**config.mk**
```make
export PLATFORM = sky130hd
export DESIGN_NAME = io_stage
export DESIGN_NICKNAME = d
export VERILOG_FILES = /design/src/rtl/io_stage.sv
export SDC_FILE = /design/constraint.sdc
export NUM_CORES = 1
export LEC_CHECK = 0
export ABC_CLOCK_PERIOD_IN_PS = 21300
export CAP_MARGIN = 15
export CELL_PAD_IN_SITES_DETAIL_PLACEMENT = 0
export CELL_PAD_IN_SITES_GLOBAL_PLACEMENT = 1
export CORE_UTILIZATION = 45
export DETAILED_ROUTE_END_ITERATION = 6
export DONT_BUFFER_PORTS = 1
export GPL_ROUTABILITY_DRIVEN = 0
export PLACE_DENSITY_LB_ADDON = 0.1
export SLEW_MARGIN = 25
export SYNTH_ARGS = -nofsm -noshare
export SYNTH_HDL_FRONTEND = slang
export SYNTH_SLANG_ARGS = --single-unit
```
**constraint.sdc**
```tcl
create_clock -name clock -period 21.3 [get_ports clock]
set_input_delay 2.13 -clock clock [delete_from_list [all_inputs] [get_ports clock]]
set_output_delay 2.13 -clock clock [all_outputs]
set_load 0.005 [all_outputs]
```
**src/rtl/io_stage.sv**
```systemverilog
// Memory/IO pipeline stage: latches the execute bus, picks the writeback value
// (ALU, load data or HI/LO), owns HI/LO and stalls for an outstanding divide.
module io_stage #(
  parameter int DATA_WIDTH     = 32,
  parameter int REG_ADDR_WIDTH = 5
) (
  input  logic                      clock,
  input  logic                      reset,
  input  logic                      wb_allow_in,
  output logic                      io_allow_in,
  input  logic                      ex_valid,
  input  logic [DATA_WIDTH-1:0]     ex_program_count,
  input  logic [DATA_WIDTH-1:0]     ex_alu_result,
  input  logic [REG_ADDR_WIDTH-1:0] ex_destination_register,
  input  logic                      ex_register_write,
  input  logic                      ex_result_is_from_memory,
  input  logic                      ex_multiply_valid,
  input  logic                      ex_divide_valid,
  input  logic                      ex_result_high,
  input  logic                      ex_result_low,
  input  logic                      ex_high_low_write,
  input  logic [2*DATA_WIDTH-1:0]   multiply_result,
  input  logic                      divide_result_valid,
  input  logic [DATA_WIDTH-1:0]     divide_result,
  input  logic [DATA_WIDTH-1:0]     divide_remain,
  input  logic [DATA_WIDTH-1:0]     data_read_data,
  output logic                      io_to_wb_valid,
  output logic [DATA_WIDTH-1:0]     io_to_wb_program_count,
  output logic [DATA_WIDTH-1:0]     io_to_wb_result,
  output logic [REG_ADDR_WIDTH-1:0] io_to_wb_destination_register,
  output logic                      io_to_wb_register_write,
  output logic                      io_back_pass_valid,
  output logic [REG_ADDR_WIDTH-1:0] io_back_pass_register
);

  logic                      r_ioValid;
  logic                      r_firstCycle;
  logic                      r_loadHoldValid;
  logic [DATA_WIDTH-1:0]     r_loadHold;
  logic [2*DATA_WIDTH-1:0]   r_mulHold;
  logic [DATA_WIDTH-1:0]     r_hi;
  logic [DATA_WIDTH-1:0]     r_lo;
  logic [DATA_WIDTH-1:0]     r_pc;
  logic [DATA_WIDTH-1:0]     r_alu;
  logic [REG_ADDR_WIDTH-1:0] r_dest;
  logic                      r_regWrite;
  logic                      r_fromMem;
  logic                      r_mulValid;
  logic                      r_divValid;
  logic                      r_resHigh;
  logic                      r_resLow;
  logic                      r_hlWrite;

  logic                      w_readyGo;
  logic                      w_ioAllowIn;
  logic                      w_fire;
  logic [DATA_WIDTH-1:0]     w_loadData;
  logic [2*DATA_WIDTH-1:0]   w_mulData;
  logic [DATA_WIDTH-1:0]     w_result;

  assign w_readyGo   = !(r_ioValid && r_divValid) || divide_result_valid;
  assign w_ioAllowIn = !r_ioValid || (w_readyGo && wb_allow_in);
  assign w_fire      = r_ioValid && w_readyGo && wb_allow_in;

  // SRAM data and the multiplier output are only live in the first IO cycle
  assign w_loadData = r_loadHoldValid ? r_loadHold : data_read_data;
  assign w_mulData  = r_firstCycle ? multiply_result : r_mulHold;

  always_comb begin
    w_result = r_alu;
    if (r_fromMem)                   w_result = w_loadData;
    else if (r_resHigh && !r_hlWrite) w_result = r_hi;
    else if (r_resLow && !r_hlWrite)  w_result = r_lo;
  end

  always_ff @(posedge clock or posedge reset) begin
    if (reset) begin
      r_ioValid       <= 1'b0;
      r_firstCycle    <= 1'b0;
      r_loadHoldValid <= 1'b0;
      r_loadHold      <= '0;
      r_mulHold       <= '0;
      r_pc            <= '0;
      r_alu           <= '0;
      r_dest          <= '0;
      r_regWrite      <= 1'b0;
      r_fromMem       <= 1'b0;
      r_mulValid      <= 1'b0;
      r_divValid      <= 1'b0;
      r_resHigh       <= 1'b0;
      r_resLow        <= 1'b0;
      r_hlWrite       <= 1'b0;
    end else begin
      if (w_ioAllowIn) r_ioValid <= ex_valid;
      if (ex_valid && w_ioAllowIn) begin
        r_pc            <= ex_program_count;
        r_alu           <= ex_alu_result;
        r_dest          <= ex_destination_register;
        r_regWrite      <= ex_register_write;
        r_fromMem       <= ex_result_is_from_memory;
        r_mulValid      <= ex_multiply_valid;
        r_divValid      <= ex_divide_valid;
        r_resHigh       <= ex_result_high;
        r_resLow        <= ex_result_low;
        r_hlWrite       <= ex_high_low_write;
        r_firstCycle    <= 1'b1;
        r_loadHoldValid <= 1'b0;
      end else begin
        r_firstCycle <= 1'b0;
        if (r_firstCycle && r_fromMem) begin
          r_loadHold      <= data_read_data;
          r_loadHoldValid <= 1'b1;
        end
        if (r_firstCycle && r_mulValid) r_mulHold <= multiply_result;
      end
    end
  end

  // HI/LO commit at fire so a following mfhi/mflo sees the new value
  always_ff @(posedge clock or posedge reset) begin
    if (reset) begin
      r_hi <= '0;
      r_lo <= '0;
    end else if (w_fire) begin
      if (r_mulValid) begin
        r_hi <= w_mulData[2*DATA_WIDTH-1:DATA_WIDTH];
        r_lo <= w_mulData[DATA_WIDTH-1:0];
      end else if (r_divValid) begin
        r_lo <= divide_result;
        r_hi <= divide_remain;
      end else if (r_hlWrite && r_resHigh) begin
        r_hi <= r_alu;
      end else if (r_hlWrite && r_resLow) begin
        r_lo <= r_alu;
      end
    end
  end

  assign io_allow_in                   = w_ioAllowIn;
  assign io_to_wb_valid                = r_ioValid && w_readyGo;
  assign io_to_wb_program_count        = r_pc;
  assign io_to_wb_result               = w_result;
  assign io_to_wb_destination_register = r_dest;
  assign io_to_wb_register_write       = r_regWrite;
  assign io_back_pass_valid            = r_ioValid && r_regWrite;
  assign io_back_pass_register         = r_dest;

endmodule

```
==> flow_results.org <==
** Clocking
- At the later pin of the worst-skew pair, clock insertion delay measures 0.53 ns.
- Clk slew on worst S/H paths :: 0.06 ns
- CTS built an H-tree with a depth of 1.
- After clock tree synthesis, the flow added hold-fix buffers numbering 0.
- TritonCTS clock tree :: yes
- Num Clock Sinks :: 239
- Count of instances resized after the clock tree is built :: 0
- Maximum number of buffers from clock root to sink :: 3
- After clock tree synthesis, the setup repair step added 0 buffers.
- Buffers inserted during clock tree synthesis total 27.
- Clock Tree Root :: clkbuf_16

** Route
- The pre-antenna-repair detailed-routing pass consisted of 7 iterations.
- Detailed-route vias per instance :: just under 6
- For this run, design rule violations remaining after detail routing come to 32.
- Dividing the detail-routed wire length by the instance count gives around 24 um.
- Wires add up to about 32 mm.
- Violation count after the first detailed-route iteration :: roughly 470
- Vias post-DR :: 7818
- In this run the remaining antenna-violating nets after routing total 0.

** Floorplan
- I/O pin total :: roughly 320
- From bottom edge to top edge, the die measures 165.6 um.
- Once the floorplan was initialized, standard cells occupied around 46% of the core.
- In this run the horizontal extent of the chip is 165.6 um.
- Core region area :: 26130 um2
- The die covers roughly 27000 um2.
- Placement row count :: slightly below 60

** Setup path
- Buffers and inverters on the worst path :: 1
- Largest incremental delay on the critical path :: 0.75 ns
- The critical path is of the flop to output pin type.
- Most frequent cell on the critical path :: a21oi_1
- STA classifies the critical path startpoint as a flop.
- Arrival time at the worst endpoint :: 2.76 ns
- Maximum fanout count along the critical path :: 22
- Crit path required time :: about 19 ns
- In this design, the largest share of critical-path delay is due to simple AND/OR/NAND/NOR gates.
- Traced cell by cell, the critical path runs through nor3b_2 > buf_4 > a221o_1 > a21oi_1 > a21oi_1.
- Worst setup EP type :: output pin
- Library cell contributing the largest single delay on the critical path :: nor3b_2

** Layout
- At the end of the flow, the number of nets in the layout was 1234.
- Share of post-route cells with drive strength above 1 :: a little under a third
- The layout has 2419 filler cells.
- Compared with the post-synthesis result, the final layout area differs by 9.441%.
- Summing all flip-flop and latch instances after layout gives between 5000 and 6000 um2.
- Area taken by multi-input logic gates :: around 5700 um2
- With fillers left out, the area of the finished cells amounts to roughly 13000 um2.

** Logic synthesis
- The number of different library cells used by synthesis comes to 30.
- Counting flops with a built-in enable in the synthesized netlist gives 0.
- Most frequent cells after synthesis :: 239 x dfrtp_1, 216 x mux2_2, 128 x a21oi_1, 96 x mux2i_1
- Post-synthesis cell count :: around 1000
- Async set-or-reset flop fraction in the synthesized netlist :: between 90% and 100%
- Number of synthesized register bits :: 239
- After synthesis the cells add up to ~12000 um2.
- Commonest register cell after synthesis :: dfrtp_1
- Most instantiated library cell after synthesis :: dfrtp_1
- After synthesis, the cell types taking the most area are dfrtp_1 50%, mux2_2 20%, mux2i_1 8.0%, a21oi_1 5.3%, o21ai_0 2.7%.
- The average instance in the mapped netlist occupies approximately 12 um2.
- The synthesized design spends more area on one cell type than any other, namely dfrtp_1.
- Syn Nets :: approximately 1300
- Sequential fraction of the synthesis area :: 49.65%
- Fraction of post-synthesis cell area in the top cell type by area :: 49.65%
- Number of warning messages in the yosys log :: 0

** Power
- For this design the static power due to leakage is ~0.0056 uW.
- Power per cell area :: around 130 nW/um2
- The worst-case IR drop observed on VDD is 0.06175 mV.

** Placement
- In this run the cell area measured after placement is 12240 um2.
- After legalization and detailed placement, the total HPWL measured ~20 mm.
- Number of buffer cells added on primary ports :: 0

** STA
- The final critical path takes up between 20% and 30% of the cycle.
- The number of hold violations in the final report is 0.
- Across the routed clock network, the largest skew measured is 0.01838 ns.
- Setup violations remaining at the end of the flow were counted as 0.
- Minimum clock period after layout :: a little under 5 ns
- Final setup TNS :: 0 ns
- Timing would allow up to 204.6 MHz.
- For the pin with the worst max-slew slack, the measured transition is 0.9973 ns.
- Setup repair after global routing left no endpoint under its margin.
- The max-slew violation total from the final report was 0.
- Slew Limit Headroom :: 33.52%

** Global routing
- Initial antenna violation count :: 2
- Entering global routing, the biggest net connects between 100 and 150 pins.
- Tot GR Track Use :: roughly a quarter
- The number of global-route vias before repair came to 8315.
- Summed over all layers, the global routing overflow is 0.
- The first global-routing pass estimated ~50 mm of wire.

** Min path
- Kind of path behind the tightest hold check :: flop to flop

** Status
- Run status :: finished with violations
- Failing checks :: DRC

** Flow run
- Max-cap violations in this run came to 0.
==> area by class of cell <==
| cell class | count | share of cell area (%) |
|---|---|---|
| Sequential cell | 239 | 45.47 |
| Multi-Input combinational cell | 708 | 43.08 |
| Clock buffer | 35 | 5.808 |
| Tap cell | 335 | 3.179 |
| Clock inverter | 15 | 1.300 |
| Timing Repair Buffer | 15 | 1.034 |
| Inverter | 2 | 0.1139 |
| Antenna cell | 1 | 0.01898 |
==> per-layer routing <==
metal,part of all wire (%),track usage [%],wire (um)
met5,0.034,0,11
met4,1.9,5.079,611
met3,7.2,5.687,2311
met2,46,37.66,14850
met1,44,32.20,14190
==> final timing paths <==
| path | start | end | slack, ns | cells after the start |
|---|---|---|---|---|
| worst min-delay path | r_lo[26] | r_lo[26] | 0.48 | 2 |
| max in group asynchronous | reset | r_firstCycle | 18.22 | 2 |
| worst max-delay path | r_hlWrite | io_to_wb_result[29] | 16.41 | 5 |
| min in group asynchronous | reset | r_loadHold[22] | 1.55 | 1 |
| worst min register to register | r_lo[26] | r_lo[26] | 0.48 | 2 |
| worst max register to register | r_divValid | r_divValid | 18.30 | 5 |
==> cell families (layout without fill, tap and decap cells) <==
family / count (synthesis) / after routing / synth area share [%]
DFF: 239 / 239 / 49.65
buffers and inverters: 87 / 67 / 3.614
AOI/OAI and AO/OA: 230 / 230 / 11.13
muxes: 332 / 332 / 30.66
other: 0 / 1 / 0
and+or+nand+nor: 146 / 146 / 4.944
==> worst min-delay path, cell delays in order, from the launching register on <==
cell,delay [ns]
dfrtp_1,0.34
nand2_1,0.04
o21ai_0,0.06
==> where the power goes <==
group	internal [uW]	switching, uW
combinational	248	218
clock	291	193
sequential	633	125
total	1170	537
==> registers in the layout, indices dropped and copies added (netlist names), 5 cells and up <==
signal,flops
io_back_pass_register,5
r_mulHold,64
r_loadHold,32
io_to_wb_program_count,32
r_alu,32
r_hi,32
r_lo,32
==> placed cells by master, fill, tap and decap left out, drive strengths merged <==
cell | synthesis | layout
clkbuf | 37 | 35
a211o | 1 | 1
mux2i | 96 | 96
nand4 | 1 | 1
buf | 48 | 15
nand2b | 3 | 3
nand3b | 1 | 1
and2 | 4 | 4
and3b | 1 | 1
o211ai | 1 | 1
nand2 | 66 | 66
nor3b | 1 | 1
clkinvlp | 0 | 4
nor2 | 66 | 66
diode | 0 | 1
a211oi | 1 | 1
mux2 | 236 | 236
inv | 2 | 3
o2111ai | 2 | 2
a221o | 31 | 31
dfrtp | 239 | 239
o21ai | 65 | 65
a21oi | 128 | 128
clkinv | 0 | 7
or2 | 1 | 1
bufinv | 0 | 3
o21bai | 1 | 1
nor2b | 2 | 2
==> metrics by stage <==
step / cells / power [uW] / util [%] / setup WS [ns] / hold WS [ns]
after floorplan: 1034 / 1117 / - / 12.61 / 0.4500
after global placement: 1298 / 1219 / 46.73 / 16.62 / 0.4611
after detailed placement: 1299 / 1238 / 46.84 / 16.61 / 0.4705
after CTS: 1349 / 1730 / 50.43 / 16.37 / 0.4845
after global routing: 1350 / 1817 / 50.45 / 16.30 / 0.5036
final: 1350 / 1708 / 50.45 / 16.41 / 0.4783
Note: power is estimated with default switching activity, not from simulation.
